$ cat src/rtl/pie_frame_decoder.sv
// pie_frame_decoder
//
// Gen2-style PIE frame receiver. The raw line is synchronised and
// deglitched, then the delimiter, Tari, RTcal and optional TRcal symbols are
// measured. Data bits are sliced against a pivot of RTcal/2.
//
// Ports
//   clk          clock
//   rst_n        synchronous active-low reset
//   in_pie       raw PIE line (asynchronous), high = carrier, low = pulse
//   out_bit      decoded bit, valid while out_valid
//   out_valid    one-cycle strobe per decoded data bit
//   frame_start  one-cycle strobe when calibration is accepted
//   frame_done   one-cycle strobe on clean end of frame
//   frame_err    one-cycle strobe on frame abort
//   preamble     1 = TRcal present in the current/last frame
//   rtcal_o      measured RTcal, held until the next frame_start
//   trcal_o      measured TRcal, 0 when the frame had none
//   bit_count    bits emitted in the current frame, saturating
//
// State  | meaning
// -------+----------------------------------------------------------
// IDLE   | waiting for the falling edge that opens a delimiter
// DELIM  | line low, measuring the delimiter
// TARI   | measuring the data-0 (Tari) reference symbol
// RTCAL  | measuring RTcal, validated against Tari
// FIRST  | first symbol after RTcal: TRcal or first data bit
// DATA   | slicing data bits until end of frame or error

`timescale 1ns/1ps

module pie_frame_decoder #(
    parameter int CNT_W     = 8,
    parameter int FILT      = 2,
    parameter int DELIM_MIN = 16,
    parameter int DELIM_MAX = 24,
    parameter int BITS_W    = 8
) (
    input  logic              clk,
    input  logic              rst_n,
    input  logic              in_pie,
    output logic              out_bit,
    output logic              out_valid,
    output logic              frame_start,
    output logic              frame_done,
    output logic              frame_err,
    output logic              preamble,
    output logic [CNT_W-1:0]  rtcal_o,
    output logic [CNT_W-1:0]  trcal_o,
    output logic [BITS_W-1:0] bit_count
);

    // Calibration arithmetic runs three bits wider than the counters so
    // products up to 5x a full-scale count never wrap.
    localparam int W      = CNT_W + 3;
    localparam int STAB_W = (FILT > 1) ? $clog2(FILT) : 1;

    localparam logic [CNT_W-1:0]  CNT_MAX  = '1;
    localparam logic [BITS_W-1:0] BITS_MAX = '1;
    localparam logic [W-1:0]      DMIN_W   = W'(DELIM_MIN);
    localparam logic [W-1:0]      DMAX_W   = W'(DELIM_MAX);

    typedef enum logic [2:0] {
        S_IDLE,
        S_DELIM,
        S_TARI,
        S_RTCAL,
        S_FIRST,
        S_DATA
    } state_e;

    // ------------------------------------------------------------------
    // Front end: synchroniser, stability filter, interval counters
    // ------------------------------------------------------------------
    logic              sync1_q, sync2_q;
    logic              lvl_q, lvl_d;
    logic              lvl_d1_q;
    logic [STAB_W-1:0] stab_q, stab_d;
    logic [CNT_W-1:0]  cnt_q, cnt_d;
    logic [CNT_W-1:0]  sym_q, sym_d;
    logic              rise_ev, fall_ev;

    // lvl_d1_q is the level of the interval that an event ends, so the
    // timeout checks below see the old level in the event cycle.
    assign rise_ev =  lvl_q & ~lvl_d1_q;
    assign fall_ev = ~lvl_q &  lvl_d1_q;

    always_comb begin
        lvl_d  = lvl_q;
        stab_d = '0;
        if (sync2_q != lvl_q) begin
            if (stab_q == STAB_W'(FILT - 1)) begin
                lvl_d = sync2_q;
            end else begin
                stab_d = stab_q + STAB_W'(1);
            end
        end
    end

    // cnt: event-to-event length; sym: rise-to-rise symbol length.
    always_comb begin
        cnt_d = cnt_q;
        if (rise_ev || fall_ev) begin
            cnt_d = CNT_W'(1);
        end else if (cnt_q != CNT_MAX) begin
            cnt_d = cnt_q + CNT_W'(1);
        end
    end

    always_comb begin
        sym_d = sym_q;
        if (rise_ev) begin
            sym_d = CNT_W'(1);
        end else if (sym_q != CNT_MAX) begin
            sym_d = sym_q + CNT_W'(1);
        end
    end

    always_ff @(posedge clk) begin
        if (!rst_n) begin
            sync1_q  <= 1'b1;
            sync2_q  <= 1'b1;
            lvl_q    <= 1'b1;
            lvl_d1_q <= 1'b1;
            stab_q   <= '0;
            cnt_q    <= '0;
            sym_q    <= '0;
        end else begin
            sync1_q  <= in_pie;
            sync2_q  <= sync1_q;
            lvl_q    <= lvl_d;
            lvl_d1_q <= lvl_q;
            stab_q   <= stab_d;
            cnt_q    <= cnt_d;
            sym_q    <= sym_d;
        end
    end

    // ------------------------------------------------------------------
    // Frame FSM with registered outputs
    // ------------------------------------------------------------------
    state_e            state_q;
    logic [CNT_W-1:0]  tari_q;
    logic [CNT_W-1:0]  pivot_q;
    logic [CNT_W-1:0]  rtcal_q;
    logic [CNT_W-1:0]  trcal_q;
    logic [BITS_W-1:0] bit_count_q;
    logic              preamble_q;
    logic              out_bit_q;
    logic              out_valid_q;
    logic              frame_start_q;
    logic              frame_done_q;
    logic              frame_err_q;

    logic [W-1:0] cnt_w, sym_w, tari_w, rt_w, pivot_w;
    logic [W-1:0] rt2_w, rt3_w, tari3_w, tari5_w, sym2_w;
    logic         cnt_sat, sym_sat;

    assign cnt_w   = W'(cnt_q);
    assign sym_w   = W'(sym_q);
    assign tari_w  = W'(tari_q);
    assign rt_w    = W'(rtcal_q);
    assign pivot_w = W'(pivot_q);
    assign rt2_w   = rt_w << 1;
    assign rt3_w   = rt2_w + rt_w;
    assign tari3_w = (tari_w << 1) + tari_w;
    assign tari5_w = (tari_w << 2) + tari_w;
    assign sym2_w  = sym_w << 1;
    // A saturated counter no longer holds a true length; treat it as
    // beyond every limit.
    assign cnt_sat = (cnt_q == CNT_MAX);
    assign sym_sat = (sym_q == CNT_MAX);

    always_ff @(posedge clk) begin
        if (!rst_n) begin
            state_q       <= S_IDLE;
            tari_q        <= '0;
            pivot_q       <= '0;
            rtcal_q       <= '0;
            trcal_q       <= '0;
            bit_count_q   <= '0;
            preamble_q    <= 1'b0;
            out_bit_q     <= 1'b0;
            out_valid_q   <= 1'b0;
            frame_start_q <= 1'b0;
            frame_done_q  <= 1'b0;
            frame_err_q   <= 1'b0;
        end else begin
            out_valid_q   <= 1'b0;
            frame_start_q <= 1'b0;
            frame_done_q  <= 1'b0;
            frame_err_q   <= 1'b0;

            unique case (state_q)
                S_IDLE: begin
                    if (fall_ev) begin
                        state_q <= S_DELIM;
                    end
                end

                S_DELIM: begin
                    if (rise_ev) begin
                        if (!cnt_sat && cnt_w >= DMIN_W && cnt_w <= DMAX_W) begin
                            state_q <= S_TARI;
                        end else begin
                            state_q <= S_IDLE;
                        end
                    end
                end

                S_TARI, S_RTCAL: begin
                    // Timeouts take priority over an event in the same cycle.
                    if (!lvl_d1_q && (cnt_w > DMAX_W || cnt_sat)) begin
                        frame_err_q <= 1'b1;
                        state_q     <= S_IDLE;
                    end else if (lvl_d1_q && cnt_sat) begin
                        frame_err_q <= 1'b1;
                        state_q     <= S_IDLE;
                    end else if (rise_ev) begin
                        if (state_q == S_TARI) begin
                            tari_q  <= sym_q;
                            state_q <= S_RTCAL;
                        end else if (!sym_sat && sym2_w >= tari5_w && sym_w <= tari3_w) begin
                            rtcal_q       <= sym_q;
                            pivot_q       <= CNT_W'((sym_w + W'(1)) >> 1);
                            bit_count_q   <= '0;
                            frame_start_q <= 1'b1;
                            state_q       <= S_FIRST;
                        end else begin
                            frame_err_q <= 1'b1;
                            state_q     <= S_IDLE;
                        end
                    end
                end

                S_FIRST, S_DATA: begin
                    if (lvl_d1_q && (cnt_w >= rt2_w || cnt_sat)) begin
                        frame_done_q <= 1'b1;
                        state_q      <= S_IDLE;
                    end else if (!lvl_d1_q && (cnt_w > rt_w || cnt_sat)) begin
                        frame_err_q <= 1'b1;
                        state_q     <= S_IDLE;
                    end else if (rise_ev) begin
                        if (!sym_sat && sym_w <= rt_w) begin
                            out_valid_q <= 1'b1;
                            out_bit_q   <= (sym_w >= pivot_w);
                            if (bit_count_q != BITS_MAX) begin
                                bit_count_q <= bit_count_q + BITS_W'(1);
                            end
                            if (state_q == S_FIRST) begin
                                preamble_q <= 1'b0;
                                trcal_q    <= '0;
                            end
                            state_q <= S_DATA;
                        end else if (state_q == S_FIRST && !sym_sat && sym_w <= rt3_w) begin
                            trcal_q    <= sym_q;
                            preamble_q <= 1'b1;
                            state_q    <= S_DATA;
                        end else begin
                            frame_err_q <= 1'b1;
                            state_q     <= S_IDLE;
                        end
                    end
                end

                default: begin
                    state_q <= S_IDLE;
                end
            endcase
        end
    end

    assign out_bit     = out_bit_q;
    assign out_valid   = out_valid_q;
    assign frame_start = frame_start_q;
    assign frame_done  = frame_done_q;
    assign frame_err   = frame_err_q;
    assign preamble    = preamble_q;
    assign rtcal_o     = rtcal_q;
    assign trcal_o     = trcal_q;
    assign bit_count   = bit_count_q;

endmodule
$ cat config.mk
export PLATFORM = sky130hd
export DESIGN_NAME = pie_frame_decoder
export DESIGN_NICKNAME = d
export VERILOG_FILES = /design/src/rtl/pie_frame_decoder.sv
export SDC_FILE = /design/constraint.sdc
export NUM_CORES = 1
export LEC_CHECK = 0
export CAP_MARGIN = 5
export CORE_MARGIN = 2
export CORE_UTILIZATION = 40
export DETAILED_ROUTE_END_ITERATION = 6
export GPL_ROUTABILITY_DRIVEN = 0
export SYNTH_ARGS = -nofsm -noshare
export SYNTH_HDL_FRONTEND = slang
export SYNTH_SLANG_ARGS = --single-unit
$ cat constraint.sdc
create_clock -name clk -period 11.5 [get_ports clk]
set_input_delay 1.15 -clock clk [delete_from_list [all_inputs] [get_ports clk]]
set_output_delay 1.15 -clock clk [all_outputs]
set_load 0.01 [all_outputs]
==> out/results.ini <==
[synthesis]
synth.distinct_cells=68
synthArstFlopShare=0
ys.flop_type=dfxtp_1
yosys-top-cells-count=ha_1 (87), dfxtp_1 (70), nand2_1 (64)
ys_ff_latch=70
syn_inst=635
synth_warnings=0
syn_area_per_cell_um2=8.50
synth-edff-count=0
synth.most_common_cell=ha_1
synth_top_area_share=0.259
synth_area_leader_cell=dfxtp_1
ys_top_cells_by_area=dfxtp_1 (26%), ha_1 (20%), nand2_1 (4.4%)
synthesis.area_mm2=0.00540
synth-seq-area-share=0.259
syn-num-nets=728

[die]
initial_core_util=0.409
rows=42
fp.dieH_um=120
coreArea_mm2=0.0132
pin_count=33
die_area_mm2=0.0144
die_width_um=120

[clock_network]
postCtsSetupBuffers=0
clock_latency_ns=0.33
cts_tree=yes
cts_buffers=9
root_buffer=clkbuf_16
postCtsResizedCells=0
cts_max_path_buffers=2
cts_sinks=70
htreeDepth=3
clk_pin_slew_worst_paths_ns=0.06
postCtsHoldBufs=0

[sta]
final_max_slew_viol_count=0
grt_setup_unrepaired=no
fin_ws_ns=6.58
min_period_ns=4.92
worst_clock_skew_ns=0.00642
setup_tns_ns=0
fmax_mhz=203
slew-limit-headroom=0.189
hold_violations=0
fin_crit_sh=0.428
final-setup-viol-count=0
worstMarginPinSlew_ns=1.21

[route]
avgViaCountPerCell=5.53
wl_um=13200
wire_per_inst_um=15.7
ant_nets=0
drtIter0Drc=247
vias=4665
first_pass_iters=5
drcViolationCount=0

[global_route]
track_usage=0.194
grt_max_degree=70
grt_overflow_total=0
grt_first_pass_wirelength_um=22600
antenna_found_initial=0
grt_pass1_vias=4642

[pwr]
clkPwrFrac=0.429
power_leakage_nw=2.47
p_per_area_mw_per_mm2=94.1
p_switching_mw=0.154
ir_drop_v=0.0000827
combPwrFrac=0.125
p_sw_frac=0.267
p_seq_frac=0.446
internal_power_mw=0.423

[status]
outcome=complete, no violations

[layout]
n_antenna_cell=0
syn_to_final_growth_pct=13.7
drive_gt1_frac=0.0465
nets=755
n_fill_cell=1312

[placement]
dp_hpwl_um=9690
port_buffers=32
dpl_worst_slack_ns=6.61

[run]
cap_viol_max_count=0

[setup_path]
cp_num_buf_inv=0
crit_chain=ha_1 -> fa_1 -> a211oi_1 -> o21ai_0 -> a21oi_1 -> xnor2_1 -> ha_1 -> a211o_1 -> a21oi_1 -> a31oi_1 -> o221ai_1 -> nand4b_1 -> nor2_1 -> mux2i_1 -> nor2b_1
setup.worst_path.class=reg -> reg
required_ns=11.72
endpoint_kind=register
critPathMaxFanout=18
critPathSlowestCell=nor2_1
crit_family=simple AND/OR/NAND/NOR gates
critPathArrivalTime_ns=5.14
slowest_delay_ns=1.11
worst_setup_path_start_kind=register

[hold_path]
hold_path.class=reg -> reg

[layout make-up]
| class | instances | area, um^2 | area share |
|---|---|---|---|
| clock buffers | 10 | 229 | 0.0373 |
| clock inverters | 6 | 38.8 | 0.00632 |
| inverters | 39 | 146 | 0.0238 |
| multi-input cells | 508 | 3770 | 0.615 |
| flip-flops and latches | 70 | 1400 | 0.228 |
| well taps | 176 | 220 | 0.0359 |
| repair buffers | 34 | 330 | 0.0538 |
[metrics by stage]
stage | hold WS [ns] | cells | power (mW) | utilization | area [um^2]
floorplan | 0.386 | 635 | 0.314 | - | 5400
global placement | 0.399 | 827 | 0.333 | 0.445 | 5870
global route | 0.444 | 843 | 0.605 | 0.465 | 6140
CTS | 0.431 | 843 | 0.584 | 0.465 | 6140
detailed placement | 0.419 | 827 | 0.335 | 0.445 | 5870
finish | 0.421 | 843 | 0.578 | 0.465 | 6140
[layer usage]
metal | up-vias | part of all wire | track usage | wire, um
met5 | - | 0 | 0 | 0
met2 | 77 | 0.48 | 0.330 | 6320
met4 | 0 | 0.0094 | 0.0456 | 125
met3 | 10 | 0.039 | 0.0377 | 517
li1 | 2369 | - | - | -
met1 | 2209 | 0.47 | 0.252 | 6280
[sequential cells by signal (all words and copies together), names as in the netlist, 3 cells and up]
signal	flops
bit_count	8
cnt_q	8
pivot_q	8
rtcal_o	8
state_q	3
sym_q	8
tari_q	8
trcal_o	8
[placed cells by master, fill, tap and decap left out, types with 16 or more instances in the layout]
cell type | synthesis | routed
nor2b_1 | 16 | 16
nand2_1 | 64 | 64
nand3_1 | 25 | 25
a21oi_1 | 25 | 25
clkdlybuf4s50_1 | 0 | 31
ha_1 | 87 | 87
inv_1 | 39 | 39
o21ai_0 | 35 | 35
nor2_1 | 44 | 44
dfxtp_1 | 70 | 70
mux2i_1 | 20 | 20
[cells by family after synthesis]
family	count (synthesis)	share of synthesized area
DFF	70	0.259
muxes	20	0.0371
AOI/OAI and AO/OA	171	0.224
adders and majority gates	90	0.213
and+or+nand+nor	204	0.188
buffers and inverters	57	0.0417
xor gates and xnor gates	23	0.0373
[final timing paths]
path | endpoint | slack [ns] | cells after the start | start
max | pivot_q[0]$_SDFFE_PN0P_ | 6.58 | 15 | tari_q[0]$_SDFFE_PN0P_
min | sync2_q$_SDFF_PN1_ | 0.42 | 1 | sync1_q$_SDFF_PN1_
max reg2reg | pivot_q[0]$_SDFFE_PN0P_ | 6.58 | 15 | tari_q[0]$_SDFFE_PN0P_
min reg2reg | sync2_q$_SDFF_PN1_ | 0.42 | 1 | sync1_q$_SDFF_PN1_
[power groups by stage]
| stage | clock (mW) | sequential, mW | combinational (mW) |
|---|---|---|---|
| finish | 0.248 | 0.258 | 0.0722 |
| global route | 0.266 | 0.258 | 0.0813 |
| CTS | 0.254 | 0.258 | 0.0725 |
| detailed placement | 0 | 0.263 | 0.0719 |
| global placement | 0 | 0.262 | 0.0703 |
| floorplan | 0 | 0.259 | 0.0552 |
No activity file was read; power rests on OpenSTA's default activity.
